### config.mk
export PLATFORM = sky130hd
export DESIGN_NAME = five_cmd_gen
export DESIGN_NICKNAME = d
export VERILOG_FILES = /design/src/rtl/five_cmd_gen.sv
export SDC_FILE = /design/constraint.sdc
export NUM_CORES = 1
export LEC_CHECK = 0
export ABC_AREA = 1
export BUFFER_PORTS_ARGS = -buffer_cell sky130_fd_sc_hd__buf_2
export CORE_MARGIN = 5
export CORE_UTILIZATION = 55
export DETAILED_ROUTE_END_ITERATION = 8
export PLACE_DENSITY_LB_ADDON = 0.05
export SYNTH_ARGS = -nofsm -noshare
export SYNTH_HDL_FRONTEND = slang
export SYNTH_SLANG_ARGS = --single-unit
### constraint.sdc
create_clock -name clk -period 4.1 [get_ports clk]
set_input_delay 1.025 -clock clk [delete_from_list [all_inputs] [get_ports clk]]
set_output_delay 1.025 -clock clk [all_outputs]
set_load 0.02 [all_outputs]
### src/rtl/five_cmd_gen.sv
// Command stage in front of the 4-state status FSM: synchronizes and debounces the
// start/stop/toggle buttons, turns each debounced press into a one-cycle command code
// on sig, and otherwise drives the idle code of the state the FSM is expected to be in.
module five_cmd_gen #(
    parameter int unsigned DEB_CYCLES = 4,
    parameter int unsigned CNT_W      = 16
) (
    input  logic       clk,
    input  logic       reset,
    input  logic       btn_start,
    input  logic       btn_stop,
    input  logic       btn_toggle,
    input  logic [1:0] status,
    output logic [1:0] sig,
    output logic       cmd_valid,
    output logic       rejected
);

    // Button index: 0 start, 1 stop, 2 toggle
    localparam int unsigned NumBtn = 3;

    localparam logic [CNT_W-1:0] DebLimit = CNT_W'(DEB_CYCLES);
    localparam logic [CNT_W-1:0] CntOne   = CNT_W'(1);

    localparam logic [1:0] StIdle     = 2'd0;
    localparam logic [1:0] StCounting = 2'd1;
    localparam logic [1:0] StPaused   = 2'd2;
    localparam logic [1:0] StRunning  = 2'd3;

    localparam logic [1:0] SigStart  = 2'b00;
    localparam logic [1:0] SigStop   = 2'b01;
    localparam logic [1:0] SigPause  = 2'b10;
    localparam logic [1:0] SigResume = 2'b11;

    logic [NumBtn-1:0] btn_raw;
    logic [NumBtn-1:0] sync1_q, sync2_q;
    logic [NumBtn-1:0] lvl_q, lvl_d, lvl_prev_q;
    logic [CNT_W-1:0]  cnt_q [NumBtn];
    logic [CNT_W-1:0]  cnt_d [NumBtn];
    logic [NumBtn-1:0] press;

    logic [1:0] sig_q, sig_d;
    logic       cmd_valid_q, cmd_valid_d;
    logic       rejected_q, rejected_d;
    logic [1:0] target_q, target_d;

    logic [1:0] exp_state;
    logic       legal;
    logic       losers;
    logic [1:0] cmd_code;
    logic [1:0] cmd_target;

    assign btn_raw = {btn_toggle, btn_stop, btn_start};

    // A press is the first cycle the debounced level is seen high.
    assign press = lvl_q & ~lvl_prev_q;

    function automatic logic [1:0] idle_code(input logic [1:0] st);
        logic [1:0] code;
        code = SigStop;
        if (st == StPaused)  code = SigPause;
        if (st == StRunning) code = SigResume;
        return code;
    endfunction

    // Synchronizer, debounce counters and debounced levels.
    always_ff @(posedge clk or posedge reset) begin
        if (reset) begin
            sync1_q    <= '0;
            sync2_q    <= '0;
            lvl_q      <= '0;
            lvl_prev_q <= '0;
            cnt_q      <= '{default: '0};
        end else begin
            sync1_q    <= btn_raw;
            sync2_q    <= sync1_q;
            lvl_q      <= lvl_d;
            lvl_prev_q <= lvl_q;
            cnt_q      <= cnt_d;
        end
    end

    // Debounce: count consecutive samples that disagree with the level; flip on the limit.
    always_comb begin
        lvl_d = lvl_q;
        for (int i = 0; i < NumBtn; i++) begin
            cnt_d[i] = '0;
            if (sync2_q[i] != lvl_q[i]) begin
                if (cnt_q[i] + CntOne >= DebLimit) begin
                    lvl_d[i] = ~lvl_q[i];
                end else begin
                    cnt_d[i] = cnt_q[i] + CntOne;
                end
            end
        end
    end

    // Resolve the winning press (stop > start > toggle) and its legality in this status.
    always_comb begin
        legal      = 1'b0;
        losers     = 1'b0;
        cmd_code   = SigStop;
        cmd_target = StIdle;
        if (press[1]) begin
            legal      = (status == StPaused) || (status == StRunning);
            cmd_code   = SigStop;
            cmd_target = StIdle;
            losers     = press[0] | press[2];
        end else if (press[0]) begin
            legal      = (status == StIdle);
            cmd_code   = SigStart;
            cmd_target = StCounting;
            losers     = press[2];
        end else if (press[2]) begin
            if (status == StRunning) begin
                legal      = 1'b1;
                cmd_code   = SigPause;
                cmd_target = StPaused;
            end else if (status == StPaused) begin
                legal      = 1'b1;
                cmd_code   = SigResume;
                cmd_target = StRunning;
            end
        end
    end

    // Next command/idle code; the cycle after a command idles on that command's target
    // because the FSM's status has not caught up yet.
    always_comb begin
        exp_state   = cmd_valid_q ? target_q : status;
        sig_d       = idle_code(exp_state);
        cmd_valid_d = 1'b0;
        rejected_d  = 1'b0;
        target_d    = target_q;
        if (|press) begin
            if (cmd_valid_q) begin
                // Lockout cycle: every press is dropped.
                rejected_d = 1'b1;
            end else begin
                if (legal) begin
                    cmd_valid_d = 1'b1;
                    sig_d       = cmd_code;
                    target_d    = cmd_target;
                end
                if (!legal || losers) begin
                    rejected_d = 1'b1;
                end
            end
        end
    end

    // Registered outputs; cmd_valid_q doubles as the one-cycle lockout flag.
    always_ff @(posedge clk or posedge reset) begin
        if (reset) begin
            sig_q       <= SigStop;
            cmd_valid_q <= 1'b0;
            rejected_q  <= 1'b0;
            target_q    <= StIdle;
        end else begin
            sig_q       <= sig_d;
            cmd_valid_q <= cmd_valid_d;
            rejected_q  <= rejected_d;
            target_q    <= target_d;
        end
    end

    assign sig       = sig_q;
    assign cmd_valid = cmd_valid_q;
    assign rejected  = rejected_q;

endmodule
# Word-level counts from Yosys, hierarchy flattened
# Cells that the tools add are included.
[op_classes] shifts=0 n_eq_ne=7 n_lt_le_gt_ge=3 mul=0 mux=35 reduce_logical=9 add_sub_neg=3 bitwise_logic=7 div=0
[ops] operator="$mux W16" n=6
[ops] operator="$add A16 B1 Y16 const B" n=3
[ops] operator="$ge A16 B3 Y1 const B" n=3
[ops] operator="$mux W2" n=16
[ops] operator="$mux W1" n=13
[ops] operator="$eq A2 B2 Y1 const B" n=4
[ops] operator="$reduce_and A2 Y1" n=3
[ops] operator="$not A1 Y1" n=4
[ops] operator="$and A3 B3 Y3" n=1
[ops] operator="$ne A1 B1 Y1" n=3
[ops] operator="$not A3 Y3" n=1
[ops] operator="$reduce_and A3 Y1" n=1
[ops] operator="$reduce_or A3 Y1" n=1
[ops] operator="$logic_not A2 Y1" n=1
[ops] operator="$logic_or A1 B1 Y1" n=2
[ops] operator="$logic_not A1 Y1" n=1
[ops] operator="$or A1 B1 Y1" n=1
[totals] romBits=0 latch_bits=0 inputBits=7 reg_bits=66 out_inout_bits=4 memories=0 ram_bits=0 wordCells=77

# Depth between registers and ports, before layout
# Gate-level depths: netlist of run 1.
[logic_depth] ltp_word=11 ltp_mapped=12 mapped_depth_nobuf=12

# Least setup slack after synthesis of run 1
# OpenSTA, ideal clock, no wires.
[synth_path] kind="input to register" startpoint="input port status[0]" endpoint="register rejected_q (netlist: rejected)" n_path_buf=0 setup_slack_ps=2302 arrival_time_ps=1678 required_ps=3981 setup_ps=119 stages=8 cell_sequence="nor2_1 > nand3_1 > nand2_1 > nand2_1 > inv_1 > nand2_1 > o22ai_1 > inv_1"
[synth_between] elab_chain_len=11 elab_cells_between_ends=14 cone_classes="2 x eq/ne; 8 x mux; 4 x reduce/logical"
[synth_rtl] item="from (decl)" line_no="13" text="input logic [1:0] status,"
[synth_rtl] item="$eq A2 B2 Y1" line_no="105, 119"
[synth_rtl] item="$mux W1" line_no="119" text="end else if (status == StPaused) begin"
[synth_rtl] item="$mux W1" line_no="115" text="if (status == StRunning) begin"
[synth_rtl] item="$mux W1" line_no="114" text="end else if (press[2]) begin"
[synth_rtl] item="$mux W1" line_no="109" text="end else if (press[0]) begin"
[synth_rtl] item="$mux W1 (*)" line_no="104" text="if (press[1]) begin"
[synth_rtl] item="$logic_not A1 Y1 (*)" line_no="145" text="if (!legal || losers) begin"
[synth_rtl] item="$logic_or A1 B1 Y1 (*)" line_no="145"
[synth_rtl] item="$mux W1 (*)" line_no="145"
[synth_rtl] item="$mux W1 (*)" line_no="136" text="if (cmd_valid_q) begin"
[synth_rtl] item="$mux W1 (*)" line_no="135" text="if (|press) begin"
[synth_rtl] item="named net rejected_d" line_no="44" text="logic rejected_q, rejected_d;"
[synth_rtl] item="to (signal assigned)" line_no="162" text="rejected_q <= rejected_d;"
[synth_rtl] item="to (decl)" line_no="44"
# Mark *: on every way through the listed nets, which the timed path passes. The rest lies on a longest branch.
# A chain may end at the register's enable or synchronous reset.

# Final worst setup path of run 1
[layout_path] startpoint="register sig_q[0] (netlist: sig[0])" endpoint="output port sig[0]"
[layout_rtl] item="from (decl)" line_no="42" text="logic [1:0] sig_q, sig_d;"
[layout_rtl] item="from (signal assigned)" line_no="155" text="sig_q <= SigStop;"
[layout_rtl] item="from (signal assigned)" line_no="160" text="sig_q <= sig_d;"
[layout_rtl] item="to (decl)" line_no="14" text="output logic [1:0] sig,"
# No word-level cell between the ends.

==> results.sh, run 1 <==
export IMPL_status="complete, no violations"
export IMPL_async_flop_share_pct=100
export IMPL_clk_pin_slew_ns=0.07
export IMPL_power_switching_mw=0.336
export IMPL_worstSetupPathType="reg2out"
export IMPL_synthFlopType="dfrtp_1"
export IMPL_clk_latency_ns=0.33
export IMPL_min_period_ns=2.02
export IMPL_routed_via_count=2834
export IMPL_drt_iter0_drc=105
export IMPL_maxCapViolations=0
export IMPL_power_frac_clock_pct=38.5
export IMPL_antenna_found_initial=0
export IMPL_start_util_pct=55.7
export IMPL_slowest_delay_ns=0.51
export IMPL_pwr_share_comb_pct=8.3
export IMPL_p_per_area_nw_per_um2=340
export IMPL_hold_buffers=0
export IMPL_synth_most_common_cell="nand2_1"
export IMPL_io_pins=11
export IMPL_fmax_mhz=496
export IMPL_worstPathRequired_ns=3.07
export IMPL_worst_slack_ns=2.08
export IMPL_ys_seq_elements=66
export IMPL_cts_tree="built"
export IMPL_syn_inst=459
export IMPL_place_detailed_hpwl_um=4990
export IMPL_drtPass1Iterations=4
export IMPL_track_usage_pct=18.2
export IMPL_leakage_nw=2.07
export IMPL_netlist_top_cell_by_area="dfrtp_1"
export IMPL_worstPathArrival_ns=0.99
export IMPL_wl_per_cell_um=10.3
export IMPL_synth_edff_count=0
export IMPL_crit_slowest_cell="dfstp_2"
export IMPL_synth_top_area_share_pct=46.8
export IMPL_remaining_drc_errors=0
export IMPL_gp_congestion=0.862
export IMPL_start_kind="flop"
export IMPL_syn_area_um2=3470
export IMPL_post_drt_via_cell_ratio=4.70
export IMPL_report_power_total_mw=1.35
export IMPL_critPathMaxFanout=1
export IMPL_yosys_top_cells_area="dfrtp_1 47%, nand2_1 18%, inv_1 6.1%"
export IMPL_seqPwrFrac_pct=53.2
export IMPL_fill_cells=537
export IMPL_min_period_over_period_pct=49.2
export IMPL_drv_slew=0
export IMPL_antenna_cells=0
export IMPL_vdd_drop_max_mv=0.496
export IMPL_post_cts_setup_buffers=0
export IMPL_nets=532
export IMPL_critical_path_top_delay_family="flip-flops"
export IMPL_synth_common_cells="163 x nand2_1, 65 x dfrtp_1, 56 x inv_1"
export IMPL_tns_ns=0
export IMPL_port_buffers=10
export IMPL_drive_gt1_share_pct=9.89
export IMPL_drtAntennaViolNets=0
export IMPL_core_area_um2=6240
export IMPL_fp_dieW_um=89.5
export IMPL_clockBufferDepth=2
export IMPL_die_h_um=89.5
export IMPL_grt_max_degree=38
export IMPL_hold_path_class="reg2reg"
export IMPL_seq_area_um2=1650
export IMPL_hold_viol=0
export IMPL_multi_input_area_um2=1760
export IMPL_grt_pass1_wl_um=11100
export IMPL_htreeDepth=3
export IMPL_crit_path_end_kind="primary output"
export IMPL_drt_wl_total_um=6220
export IMPL_cp_cell_sequence="buf_2"
export IMPL_cts_root_buf="clkbuf_8"
export IMPL_pre_cts_ws_ns=2.03
export IMPL_setup_viol=0
export IMPL_grt_pass1_vias=2577
export IMPL_cellInternalPower_mw=1.01
export IMPL_rows=29
export IMPL_ys_warn_count=0
export IMPL_fin_worst_skew_ns=0.00644
export IMPL_syn_area_per_cell_um2=7.57
export IMPL_cts_resized=0
export IMPL_clock_sinks=66
export IMPL_syn_to_final_growth_pct=14.4
export IMPL_tightest_slew_ns=0.721
export IMPL_rsz0062_at_grt="no"
export IMPL_cts_buffers=9
export IMPL_swShare_pct=24.9
export IMPL_grt_overflow=0
export IMPL_yosysSeqAreaShare_pct=47.6
export IMPL_cp_num_buf_inv=1
export IMPL_slew_headroom_pct=51.9
export IMPL_die_area_um2=8000
export IMPL_ys_types=25
==> cell usage in the layout (no fill, tap or decap), types with 2 or more instances in the layout <==
cell,n
a21oi_1,2
buf_2,10
clkbuf_8,10
clkinv_2,2
clkinvlp_4,2
conb_1,42
dfrtp_1,65
ha_1,3
inv_1,55
nand2_1,163
nand2_2,6
nand3_1,41
nand3_2,2
nand3b_1,8
nand4_1,17
nor2_1,54
nor2_2,10
nor2_4,3
nor2_8,2
o21ai_0,7
o21bai_1,4
xnor2_1,4
xor2_1,5
==> per-layer routing <==
layer / track usage, % / routed length [µm]
met5: 0 / 0
met4: 7.98 / 116
met3: 4.52 / 229
met2: 28.5 / 2900
met1: 24.1 / 2980
==> metrics by stage <==
| step | cells | hold WS, ns | instance area [µm²] | utilization (%) |
|---|---|---|---|---|
| after floorplan | 500 | 0.331 | 3630 | - |
| final | 603 | 0.350 | 3970 | 63.7 |
| after global placement | 588 | 0.332 | 3780 | 60.6 |
| after global routing | 603 | 0.370 | 3970 | 63.7 |
| after detailed placement | 588 | 0.341 | 3780 | 60.6 |
| after CTS | 603 | 0.355 | 3970 | 63.7 |
==> logic make-up (layout without fill, tap and decap cells) <==
family / Yosys count / after routing / synth area share [%]
fa+ha+maj: 3 / 3 / 1.08
compound gates: 16 / 16 / 2.70
flops: 66 / 66 / 47.6
buf+inv: 56 / 82 / 6.05
other cells: 1 / 42 / 0.108
xor+xnor: 9 / 9 / 2.27
simple gates: 308 / 308 / 40.2
==> power by group through the flow <==
stage               Sequential (mW)  Clock [mW]  Combinational, mW
global placement              0.730           0              0.110
global route                  0.723       0.572              0.133
CTS                           0.718       0.542              0.113
detailed placement            0.730           0              0.113
floorplan                     0.726           0             0.0830
finish                        0.718       0.520              0.112
==> flip-flops by register name (all words and copies together) (netlist names) <==
| register | flops |
|---|---|
| cnt_q | 48 |
| lvl_prev_q | 3 |
| lvl_q | 3 |
| sync1_q | 3 |
| sync2_q | 3 |
| sig | 2 |
| target_q | 2 |
| cmd_valid | 1 |
| rejected | 1 |
==> path summary, 6_finish.rpt <==
kind                       startpoint     endpoint  slack, ns  cells after the start
min in group asynchronous       reset  target_q[1]       0.81                      2
min reg2reg                sync1_q[1]   sync2_q[1]       0.35                      0
min                        sync1_q[1]   sync2_q[1]       0.35                      0
max                            sig[0]       sig[0]       2.08                      1
max reg2reg                 cnt_q[16]    cnt_q[17]       2.30                     10
max in group asynchronous       reset    cnt_q[42]       2.46                      3
==> final cells by class <==
class | instances | area share (%)
Clock buffer | 10 | 3.46
Multi-Input combinational cell | 378 | 44.4
Clock inverter | 5 | 1.39
Sequential cell | 66 | 41.6
Inverter | 56 | 5.29
Tap cell | 77 | 2.42
Timing Repair Buffer | 11 | 1.45
No activity file was read; power rests on OpenSTA's default activity.
==> inputs of run 2 (changes only) <==
==> constraint.sdc (replaced) <==
create_clock -name clk -period 1.9 [get_ports clk]
set_input_delay 0.475 -clock clk [delete_from_list [all_inputs] [get_ports clk]]
set_output_delay 0.475 -clock clk [all_outputs]
set_load 0.02 [all_outputs]
==> run 2 against run 1 <==
Against the previous run:
- clock-buffer cell count shrank 1
- sequential power grew 120%
- clock skew is essentially flat
- non-clock buffer count grew 1
- sequential cell count is the same
- design area grew 2.4%
==> results.sh, run 2 (synthesis results as in run 1) <==
export IMPL_status="complete, no violations"
export IMPL_vdd_drop_max_mv=0.696
export IMPL_fmax_mhz=590
export IMPL_grt_max_degree=40
export IMPL_drt_wl_total_um=6340
export IMPL_grt_pass1_wl_um=11200
export IMPL_post_cts_setup_buffers=0
export IMPL_worstPathArrival_ns=1.96
export IMPL_clk_pin_slew_ns=0.07
export IMPL_maxCapViolations=0
export IMPL_multi_input_area_um2=1790
export IMPL_crit_path_end_kind="flop"
export IMPL_final_cell_mix="163 x nand2_1, 65 x dfrtp_1, 53 x inv_1, 53 x nor2_1, 42 x conb_1"
export IMPL_track_usage_pct=18.3
export IMPL_worstSetupPathType="reg2reg"
export IMPL_core_area_um2=6240
export IMPL_antenna_cells=0
export IMPL_min_period_ns=1.70
export IMPL_antenna_found_initial=0
export IMPL_clk_latency_ns=0.33
export IMPL_gp_congestion=0.891
export IMPL_clock_sinks=66
export IMPL_seq_area_um2=1650
export IMPL_syn_to_final_growth_pct=17.2
export IMPL_rsz0062_at_grt="no"
export IMPL_clockBufferDepth=2
export IMPL_setup_viol=0
export IMPL_drv_slew=0
export IMPL_largest_reg_flops=48
export IMPL_cts_root_buf="clkbuf_8"
export IMPL_drtAntennaViolNets=0
export IMPL_min_period_over_period_pct=89.2
export IMPL_drtPass1Iterations=4
export IMPL_wl_per_cell_um=10.5
export IMPL_cts_buffers=9
export IMPL_cts_tree="built"
export IMPL_design_area_um2=4070
export IMPL_place_detailed_hpwl_um=4880
export IMPL_hold_path_class="in2async"
export IMPL_placed_area_um2=3800
export IMPL_p_per_area_nw_per_um2=786
export IMPL_post_drt_via_cell_ratio=4.84
export IMPL_final_common_cell="nand2_1"
export IMPL_drive_gt1_share_pct=11.4
export IMPL_rows=29
export IMPL_start_kind="flop"
export IMPL_leakage_nw=2.10
export IMPL_nets=533
export IMPL_hold_viol=0
export IMPL_remaining_drc_errors=0
export IMPL_drt_iter0_drc=152
export IMPL_die_area_um2=8000
export IMPL_die_h_um=89.5
export IMPL_io_pins=11
export IMPL_routed_via_count=2931
export IMPL_worstPathRequired_ns=2.16
export IMPL_critPathMaxFanout=4
export IMPL_fill_cells=541
export IMPL_fin_worst_skew_ns=0.00674
export IMPL_grt_overflow=0
export IMPL_fp_dieW_um=89.5
export IMPL_tns_ns=0
export IMPL_top_register="cnt_q"
export IMPL_cts_resized=0
export IMPL_start_util_pct=55.7
export IMPL_grt_pass1_vias=2694
export IMPL_port_buffers=10
export IMPL_hold_buffers=0
export IMPL_htreeDepth=3
## run 2: cell count changes in the layout (fill, tap and decap cells not counted), sizes merged
cell	before	now
clkbuf	10	9
buf	11	12
bufinv	1	3
## run 2: power breakdown
part	leakage (nW)	internal [mW]	switching (mW)
Clock	0.120	0.871	0.528
Sequential	0.788	1.48	0.0686
Combinational	1.19	0.0840	0.168
Total	2.10	2.44	0.765
## run 2: per-stage QoR
step	util [%]	hold WS [ns]	instances	worst slack [ns]	total power [mW]
2_1_floorplan	-	0.331	500	0.392	1.75
3_3_place_gp	61.0	0.333	589	0.169	1.82
3_5_place_dp	61.0	0.336	589	0.151	1.82
4_1_cts	64.8	0.0797	605	0.125	3.23
5_1_grt	65.2	0.0793	605	0.00335	3.36
6_report	65.2	0.0890	605	0.205	3.20
## run 2: layer usage
| metal | routed length [µm] | GRT usage, % | share of wire, % | vias up |
|---|---|---|---|---|
| li1 | - | - | - | 1539 |
| met1 | 2970 | 24.1 | 47 | 1313 |
| met2 | 2990 | 28.5 | 47 | 69 |
| met3 | 282 | 4.61 | 4.4 | 10 |
| met4 | 97 | 8.53 | 1.5 | 0 |
| met5 | 0 | 0 | 0 | - |
## run 2: area by class of cell
type / count / share of cell area, %
Clock buffer: 9 / 3.04
Clock inverter: 7 / 2.86
Inverter: 56 / 5.26
Multi-Input combinational cell: 378 / 44.0
Sequential cell: 66 / 40.6
Tap cell: 77 / 2.37
Timing Repair Buffer: 12 / 1.91
## run 2: critical path, cell delays in order (launching register included)
cell and delay (ns):
dfrtp_1 0.39, ha_1 0.21, nand3_2 0.14, inv_1 0.12
nand2_1 0.09, nor2_1 0.09, nand2_1 0.05, nand2_1 0.06
nand3_1 0.07, nor2_1 0.19, nand3_1 0.11, nor2_1 0.10
## run 2: final timing paths
path | start | end | slack [ns] | cells after the start
min | reset | target_q[0] | 0.09 | 2
min reg2reg | sync1_q[1] | sync2_q[1] | 0.35 | 0
min in group clk | btn_toggle | sync1_q[2] | 0.24 | 1
max reg2reg | cnt_q[16] | cnt_q[17] | 0.20 | 11
max | cnt_q[16] | cnt_q[17] | 0.20 | 11
max in group asynchronous | reset | cnt_q[19] | 1.32 | 3
